`src/rtl/mmio_sw_led.sv`:
```
// mmio_sw_led: memory-mapped responder for the board switches (synchronized,
// debounced, change-tracked) and the red LED output register.
module mmio_sw_led #(
    parameter logic [15:0] BASE_ADDR       = 16'hC000,
    parameter int          NUM_IO          = 10,
    parameter int          DEBOUNCE_CYCLES = 4
) (
    input  logic              clk,
    input  logic              rst_n,
    input  logic [15:0]       addr,
    input  logic              re,
    input  logic              we,
    input  logic [15:0]       wdata,
    output logic [15:0]       rdata,
    output logic              rvalid,
    output logic              hit,
    input  logic [NUM_IO-1:0] SW,
    output logic [NUM_IO-1:0] LEDR,
    output logic              sw_irq
);
    localparam int CW = (DEBOUNCE_CYCLES > 1) ? $clog2(DEBOUNCE_CYCLES) : 1;
    localparam logic [CW-1:0] TICK_LAST = CW'(DEBOUNCE_CYCLES - 1);

    logic [NUM_IO-1:0] led;
    logic [NUM_IO-1:0] sync1;
    logic [NUM_IO-1:0] sync2;
    logic [NUM_IO-1:0] cand;
    logic [NUM_IO-1:0] deb;
    logic [NUM_IO-1:0] chg;
    logic [NUM_IO-1:0] upd;
    logic [NUM_IO-1:0] chg_next;
    logic [NUM_IO-1:0] wd;
    logic [CW-1:0]     tick_cnt;
    logic              tick;
    logic              wr_hit;
    logic              rd_hit;
    logic              chg_clr;
    logic [2:0]        offset;
    logic [15:0]       rd_mux;
    logic              unused_wdata;

    assign offset       = addr[2:0];
    assign hit          = (addr[15:3] == BASE_ADDR[15:3]) && (re || we);
    assign wr_hit       = hit && we;
    assign rd_hit       = hit && re && !we;
    assign wd           = wdata[NUM_IO-1:0];
    assign unused_wdata = ^wdata;
    assign LEDR         = led;

    assign tick = (tick_cnt == TICK_LAST);
    // A bit is accepted when two consecutive tick samples agree and differ from deb
    assign upd  = tick ? (~(sync2 ^ cand) & (sync2 ^ deb)) : '0;

    // New changes are OR-ed in after the read-clear so a same-cycle change survives
    assign chg_clr  = rd_hit && (offset == 3'd4);
    assign chg_next = (chg_clr ? '0 : chg) | upd;

    always_comb begin
        rd_mux = '0;
        case (offset)
            3'd0:               rd_mux[NUM_IO-1:0] = deb;
            3'd1, 3'd2, 3'd3:   rd_mux[NUM_IO-1:0] = led;
            3'd4:               rd_mux[NUM_IO-1:0] = chg;
            default:            rd_mux = '0;
        endcase
    end

    always_ff @(posedge clk or negedge rst_n) begin
        if (!rst_n) begin
            sync1    <= '0;
            sync2    <= '0;
            cand     <= '0;
            deb      <= '0;
            tick_cnt <= '0;
            chg      <= '0;
            sw_irq   <= 1'b0;
        end else begin
            sync1    <= SW;
            sync2    <= sync1;
            tick_cnt <= tick ? '0 : tick_cnt + 1'b1;
            if (tick) begin
                cand <= sync2;
                deb  <= deb ^ upd;
            end
            chg    <= chg_next;
            sw_irq <= |chg_next;
        end
    end

    always_ff @(posedge clk or negedge rst_n) begin
        if (!rst_n) begin
            led <= '0;
        end else if (wr_hit) begin
            case (offset)
                3'd1:    led <= wd;
                3'd2:    led <= led | wd;
                3'd3:    led <= led & ~wd;
                default: led <= led;
            endcase
        end
    end

    always_ff @(posedge clk or negedge rst_n) begin
        if (!rst_n) begin
            rdata  <= '0;
            rvalid <= 1'b0;
        end else begin
            rvalid <= rd_hit;
            if (rd_hit) begin
                rdata <= rd_mux;
            end
        end
    end
endmodule
```
`config.mk`:
```
export PLATFORM = sky130hd
export DESIGN_NAME = mmio_sw_led
export DESIGN_NICKNAME = d
export VERILOG_FILES = /design/src/rtl/mmio_sw_led.sv
export SDC_FILE = /design/constraint.sdc
export NUM_CORES = 1
export LEC_CHECK = 0
export BUFFER_PORTS_ARGS = -buffer_cell sky130_fd_sc_hd__buf_2
export CORE_ASPECT_RATIO = 1.25
export CORE_MARGIN = 2
export CORE_UTILIZATION = 53
export CTS_CLUSTER_SIZE = 28
export DETAILED_ROUTE_END_ITERATION = 8
export PLACE_DENSITY = 0.85
export REMOVE_ABC_BUFFERS = 1
export SYNTH_ARGS = -nofsm -noshare
export SYNTH_HDL_FRONTEND = slang
export SYNTH_SLANG_ARGS = --single-unit
```
`constraint.sdc`:
```
create_clock -name clk -period 1.7 [get_ports clk]
set_input_delay 0.17 -clock clk [delete_from_list [all_inputs] [get_ports clk]]
set_output_delay 0.17 -clock clk [all_outputs]
set_load 0.02 [all_outputs]
```
==> impl_metrics.json, run 1 <==
{
  "synth_simple_gate_area_frac": 0.147,
  "cp_data_required_time_ns": 1.92,
  "critical_path_class": "in -> reg",
  "detail_route.vias_per_cell": 5.62,
  "maxCapViolCount": 0,
  "synthAdderAreaFrac": 0.00399,
  "design.portCount": 75,
  "finalMaxSlewViolations": 0,
  "stdcell_area_um2": 4030,
  "seq_area_frac_synth": 0.590,
  "dieArea_um2": 6560,
  "worst_clock_skew_ns": 0.00980,
  "fmax_mhz": 559,
  "synth_top_area_frac": 0.590,
  "layout-drive-gt1-share": 0.306,
  "path_buf_inv": 1,
  "end_kind": "register",
  "synth_cells": 300,
  "cts_tree": "done",
  "ir_worst_vdd_v": 0.000565,
  "grt-ovfl-total": 0,
  "mostFrequentLayoutCells": "dfrtp_1 (74), buf_2 (59), a21oi_1 (48)",
  "holdWs_ns": 0.0566,
  "failed_checks": "setup timing",
  "finalHoldViolCount": 0,
  "holdPathStages": 2,
  "mostFrequentLayoutCell": "dfrtp_1",
  "start_util": 0.547,
  "crit_chain": "buf_6, nor4_4, nand4_1, or4_4, a22o_4, or4_1",
  "synth_cell_types": 30,
  "gp_congestion": 0.808,
  "netlist_area_um2": 3140,
  "cts_sinks": 74,
  "synth_compound_area_frac": 0.187,
  "cts_buffer_depth": 2,
  "diodes": 0,
  "p_leak_nw": 1.81,
  "synthTopCellsByArea": "dfrtp_1 (59%), a21oi_1 (7.7%), nand2_1 (3.9%)",
  "hold_path.class": "in -> reg",
  "p_per_area_nw_per_um2": 977,
  "syn_avg_cell_area_um2": 10.5,
  "cp_max_fo": 3,
  "cts-root-buf": "clkbuf_8",
  "dp_hpwl_um": 4540,
  "rsz0062_at_grt": "true",
  "cts_buffers": 9,
  "die_w_um": 72.8,
  "first_pass_iters": 4,
  "grt_pass1_wl_um": 11100,
  "antenna_found_initial": 0,
  "crit_family": "simple AND/OR/NAND/NOR gates",
  "cts_htree_levels": 3,
  "grt_pass1_vias": 2490,
  "crit_path_top_delay_cell": "or4_4",
  "synth_top_family_by_area": "compound AO/OA/AOI/OAI gates",
  "ys_seq_elements": 74,
  "drc": 0,
  "place_area_um2": 3590,
  "start_kind": "input port",
  "crit_cells": 6,
  "critPathMaxStageDelay_ns": 0.59,
  "num_vias": 2575,
  "synth_mux_area_frac": 0.0359,
  "wire_per_inst_um": 14.8,
  "wl_um": 6790,
  "outcome": "finished, violations left",
  "arrival_ns": 2.01,
  "synthXorXnorAreaFrac": 0,
  "worstRegToRegCells": 5,
  "grt_max_degree": 61,
  "core_area_um2": 5740,
  "period_share": 1.05,
  "die_h_um": 90.0,
  "clk_pin_slew_ns": 0.08,
  "port-buffer-count": 62,
  "period_needed_ns": 1.79,
  "setup_viol": 1,
  "layout_setup_ws_ns": -0.0877,
  "syn_to_final_growth_pct": 28.3,
  "ys.warnings.count": 0,
  "ant_nets": 0,
  "drt_iter0_drc": 272,
  "clock_latency_ns": 0.35,
  "rows": 31,
  "track_usage": 0.219,
  "final_nets": 434,
  "yosysTopAreaCell": "dfrtp_1"
}
-- state kept, by name (all words and copies together) (netlist names) --
name      count
chg          10
sw_irq        1
LEDR         10
tick_cnt      2
sync2        10
rdata        10
rvalid        1
cand         10
sync1        10
deb          10
-- metal layers --
metal,global-route usage,wire [µm]
met1,0.266,2850
met2,0.365,3430
met3,0.0415,372
met4,0.111,141
met5,0,0
-- where the power goes --
part           internal [W]  switching (W)  total, W
clock               0.00112       0.000658   0.00178
sequential          0.00182      0.0000568   0.00188
combinational      0.000132       0.000145  0.000277
total               0.00307       0.000860   0.00393
-- synthesized netlist by cell type --
cell      count
dfrtp_1      74
a21oi_1      48
nand2_1      33
nor2_1       28
nand2b_1     18
o21ai_0      12
clkbuf_1     11
a31oi_1      10
mux2_2       10
a22o_2        9
o22ai_1       8
a22o_1        7
buf_4         6
nand3_1       4
nor4_1        4
a21boi_0      2
inv_1         2
nor3_1        2
a21boi_1      1
and4bb_2      1
buf_1         1
buf_6         1
conb_1        1
ha_1          1
nand4_1       1
nor4_2        1
nor4b_1       1
or2_2         1
or4_1         1
or4_4         1
-- logic make-up after synthesis --
kind of cell | Yosys count
AOI/OAI and AO/OA | 97
adders and majority gates | 1
buffers and inverters | 21
DFF | 74
muxes | 10
other | 1
and+or+nand+nor | 96
-- final timing paths --
path                          start        to  slack (ns)
max                         addr[4]    sw_irq       -0.09
min                        wdata[4]   LEDR[4]        0.06
max reg2reg                  deb[6]    sw_irq        0.07
min reg2reg                sync1[5]  sync2[5]        0.35
max in group asynchronous     rst_n    deb[3]        0.80
min in group asynchronous     rst_n  rdata[6]        0.26
-- metrics by stage --
step | power (W) | setup TNS (ns) | setup WS [ns] | utilization | instances
2_1_floorplan | 0.00201 | -11.09 | -0.672 | - | 286
3_3_place_gp | 0.00214 | -0.795 | -0.381 | 0.625 | 428
3_5_place_dp | 0.00216 | -1.05 | -0.398 | 0.625 | 428
4_1_cts | 0.00395 | -0.0277 | -0.0277 | 0.694 | 455
5_1_grt | 0.00408 | -0.131 | -0.131 | 0.701 | 458
6_report | 0.00393 | -0.0877 | -0.0877 | 0.701 | 458
-- cell type report --
class / count / area (µm²)
Clock buffer: 9 / 124
Clock inverter: 7 / 141
Fill cell: 441 / 1710
Inverter: 2 / 7.51
Multi-Input combinational cell: 210 / 1220
Sequential cell: 74 / 1850
Tap cell: 66 / 82.6
Timing Repair Buffer: 90 / 596
-- what timing repair did --
action / 4_1_cts / 5_1_grt
endpoints found under the setup margin: 1 / 1
endpoints found under the hold margin: 24 / 0
hold buffers: 11 / 0
gates resized for setup: 3 / 3
pin swaps: 1 / 3
setup buffers: 0 / 3
Power figures use the tool's default switching activity.
==> run 2, diff against run 1 <==
- PLACE_DENSITY: 0.85 -> 0.79
==> run 2 against run 1 <==
  * Routed wire length decreased by 2.8%
  * Combinational power is 1% lower
  * Sequential share of layout area is 0.83 points higher
  * Setup slack better by 0.063 ns
  * Critical path type unchanged
  * Register-to-register slack barely moved
  * Design area down 1.8%
  * Clock power is 30% lower
  * Critical path depth increased by 1
  * Final cell count did not move
  * Largest cell class unchanged
  * Highest routed layer unchanged
  * The flow still finishes with violations (setup timing)
==> impl_metrics.json, run 2 (same netlist as run 1, synthesis figures left out) <==
{
  "outcome": "finished, violations left",
  "failed_checks": "setup timing",
  "fmax_mhz": 580,
  "cp_data_required_time_ns": 1.91,
  "die_h_um": 90.0,
  "fin_setup_tns_ns": -0.0244,
  "grt-ovfl-total": 0,
  "antenna_found_initial": 0,
  "period_share": 1.01,
  "cts_tree": "done",
  "first_pass_iters": 4,
  "cts_buffers": 9,
  "hold_path.class": "in -> reg",
  "fin_util": 0.689,
  "wire_per_inst_um": 14.4,
  "grt_max_degree": 40,
  "stdcell_area_um2": 3960,
  "p_total_w": 0.00339,
  "ant_nets": 0,
  "cts-root-buf": "clkbuf_8",
  "finalMaxSlewViolations": 0,
  "num-fill-cells": 439,
  "die_w_um": 72.8,
  "port-buffer-count": 62,
  "p_int_w": 0.00260,
  "wl_um": 6600,
  "p_seq_frac": 0.554,
  "clk_pin_slew_ns": 0.07,
  "arrival_ns": 1.93,
  "final_nets": 434,
  "p_leak_nw": 1.78,
  "syn_to_final_growth_pct": 26.0,
  "num_vias": 2504,
  "clkPwrFrac": 0.365,
  "comb_power_share": 0.080,
  "seqCellArea_um2": 1850,
  "critical_path_class": "in -> reg",
  "cts_buffer_depth": 2,
  "drc": 0,
  "design.portCount": 75,
  "diodes": 0,
  "switchingPower_w": 0.000793,
  "track_usage": 0.223,
  "place_area_um2": 3600,
  "end_kind": "register",
  "place_ws_ns": -0.413,
  "mostFrequentLayoutCells": "dfrtp_1 (74), buf_2 (61), a21oi_1 (48)",
  "start_kind": "input port",
  "dieArea_um2": 6560,
  "mostFrequentLayoutCell": "dfrtp_1",
  "maxCapViolCount": 0,
  "clock_latency_ns": 0.34,
  "ir_worst_vdd_v": 0.000489,
  "grt_pass1_wl_um": 11300,
  "p_per_area_nw_per_um2": 857,
  "period_needed_ns": 1.72,
  "drt_iter0_drc": 195,
  "layout_setup_ws_ns": -0.0244,
  "dp_hpwl_um": 4540,
  "rsz0062_at_grt": "true",
  "cts_sinks": 74,
  "detail_route.vias_per_cell": 5.47,
  "gp_congestion": 0.810,
  "cp_max_fo": 3,
  "multi_input_area_um2": 1240,
  "setup_viol": 1,
  "rows": 31,
  "switching_share": 0.234,
  "core_area_um2": 5740,
  "cts_htree_levels": 3,
  "worst_clock_skew_ns": 0.00536,
  "finalHoldViolCount": 0,
  "start_util": 0.547,
  "grt_pass1_vias": 2494,
  "layout-drive-gt1-share": 0.309
}
==> run 2: critical path: stages <==
cell and delay [ns]:
buf_2 0.10, nor4_2 0.25, nand4_1 0.15, or4_4 0.47
buf_6 0.14, a21boi_1 0.12, or4_1 0.53
==> run 2: stage by stage <==
| step | hold slack, ns | cells |
|---|---|---|
| after detailed placement | 0.0813 | 429 |
| after global placement | 0.0783 | 429 |
| final | 0.0586 | 458 |
| after floorplan | -0.126 | 286 |
| after CTS | 0.0483 | 459 |
| after global routing | 0.0499 | 458 |
==> run 2: cell type report <==
cell class              count  share of cell area
clock buffers              14              0.0437
clock inverters             2             0.00253
inverters                   2             0.00190
multi-input cells         210               0.314
flip-flops and latches     74               0.468
well taps                  66              0.0209
repair buffers             90               0.148
==> run 2: power groups by stage <==
stage | Sequential, W | Combinational [W] | Clock (W)
2_1_floorplan | 0.00190 | 0.000117 | 0
3_3_place_gp | 0.00190 | 0.000243 | 0
3_5_place_dp | 0.00191 | 0.000250 | 0
4_1_cts | 0.00188 | 0.000273 | 0.00127
5_1_grt | 0.00189 | 0.000308 | 0.00135
6_report | 0.00188 | 0.000273 | 0.00124
==> run 2: path summary, 6_finish.rpt <==
check	from	end	slack, ns	depth (start not counted)
min reg2reg	sync1[1]	sync2[1]	0.35	0
max	addr[5]	sw_irq	-0.02	7
min	wdata[0]	LEDR[0]	0.06	2
max in group asynchronous	rst_n	sw_irq	0.92	3
min in group asynchronous	rst_n	sync1[8]	0.25	2
max reg2reg	deb[2]	sw_irq	0.08	5
==> run 2: layer usage <==
layer	track usage	wire, µm	up-vias	part of all wire
met1	0.278	2710	1187	0.41
li1	-	-	1230	-
met4	0.0941	112	0	0.017
met5	0	0	-	0
met2	0.368	3480	76	0.53
met3	0.0516	306	11	0.046
==> run 2: what timing repair did <==
item / 4_1_cts / 5_1_grt
pin swaps: 5 / 3
gates resized for setup: 4 / 7
setup endpoints to repair: 1 / 9
buffers inserted: 3 / 0
gates cloned: 0 / 0
endpoints found under the hold margin: 30 / 0
hold buffers: 11 / 0
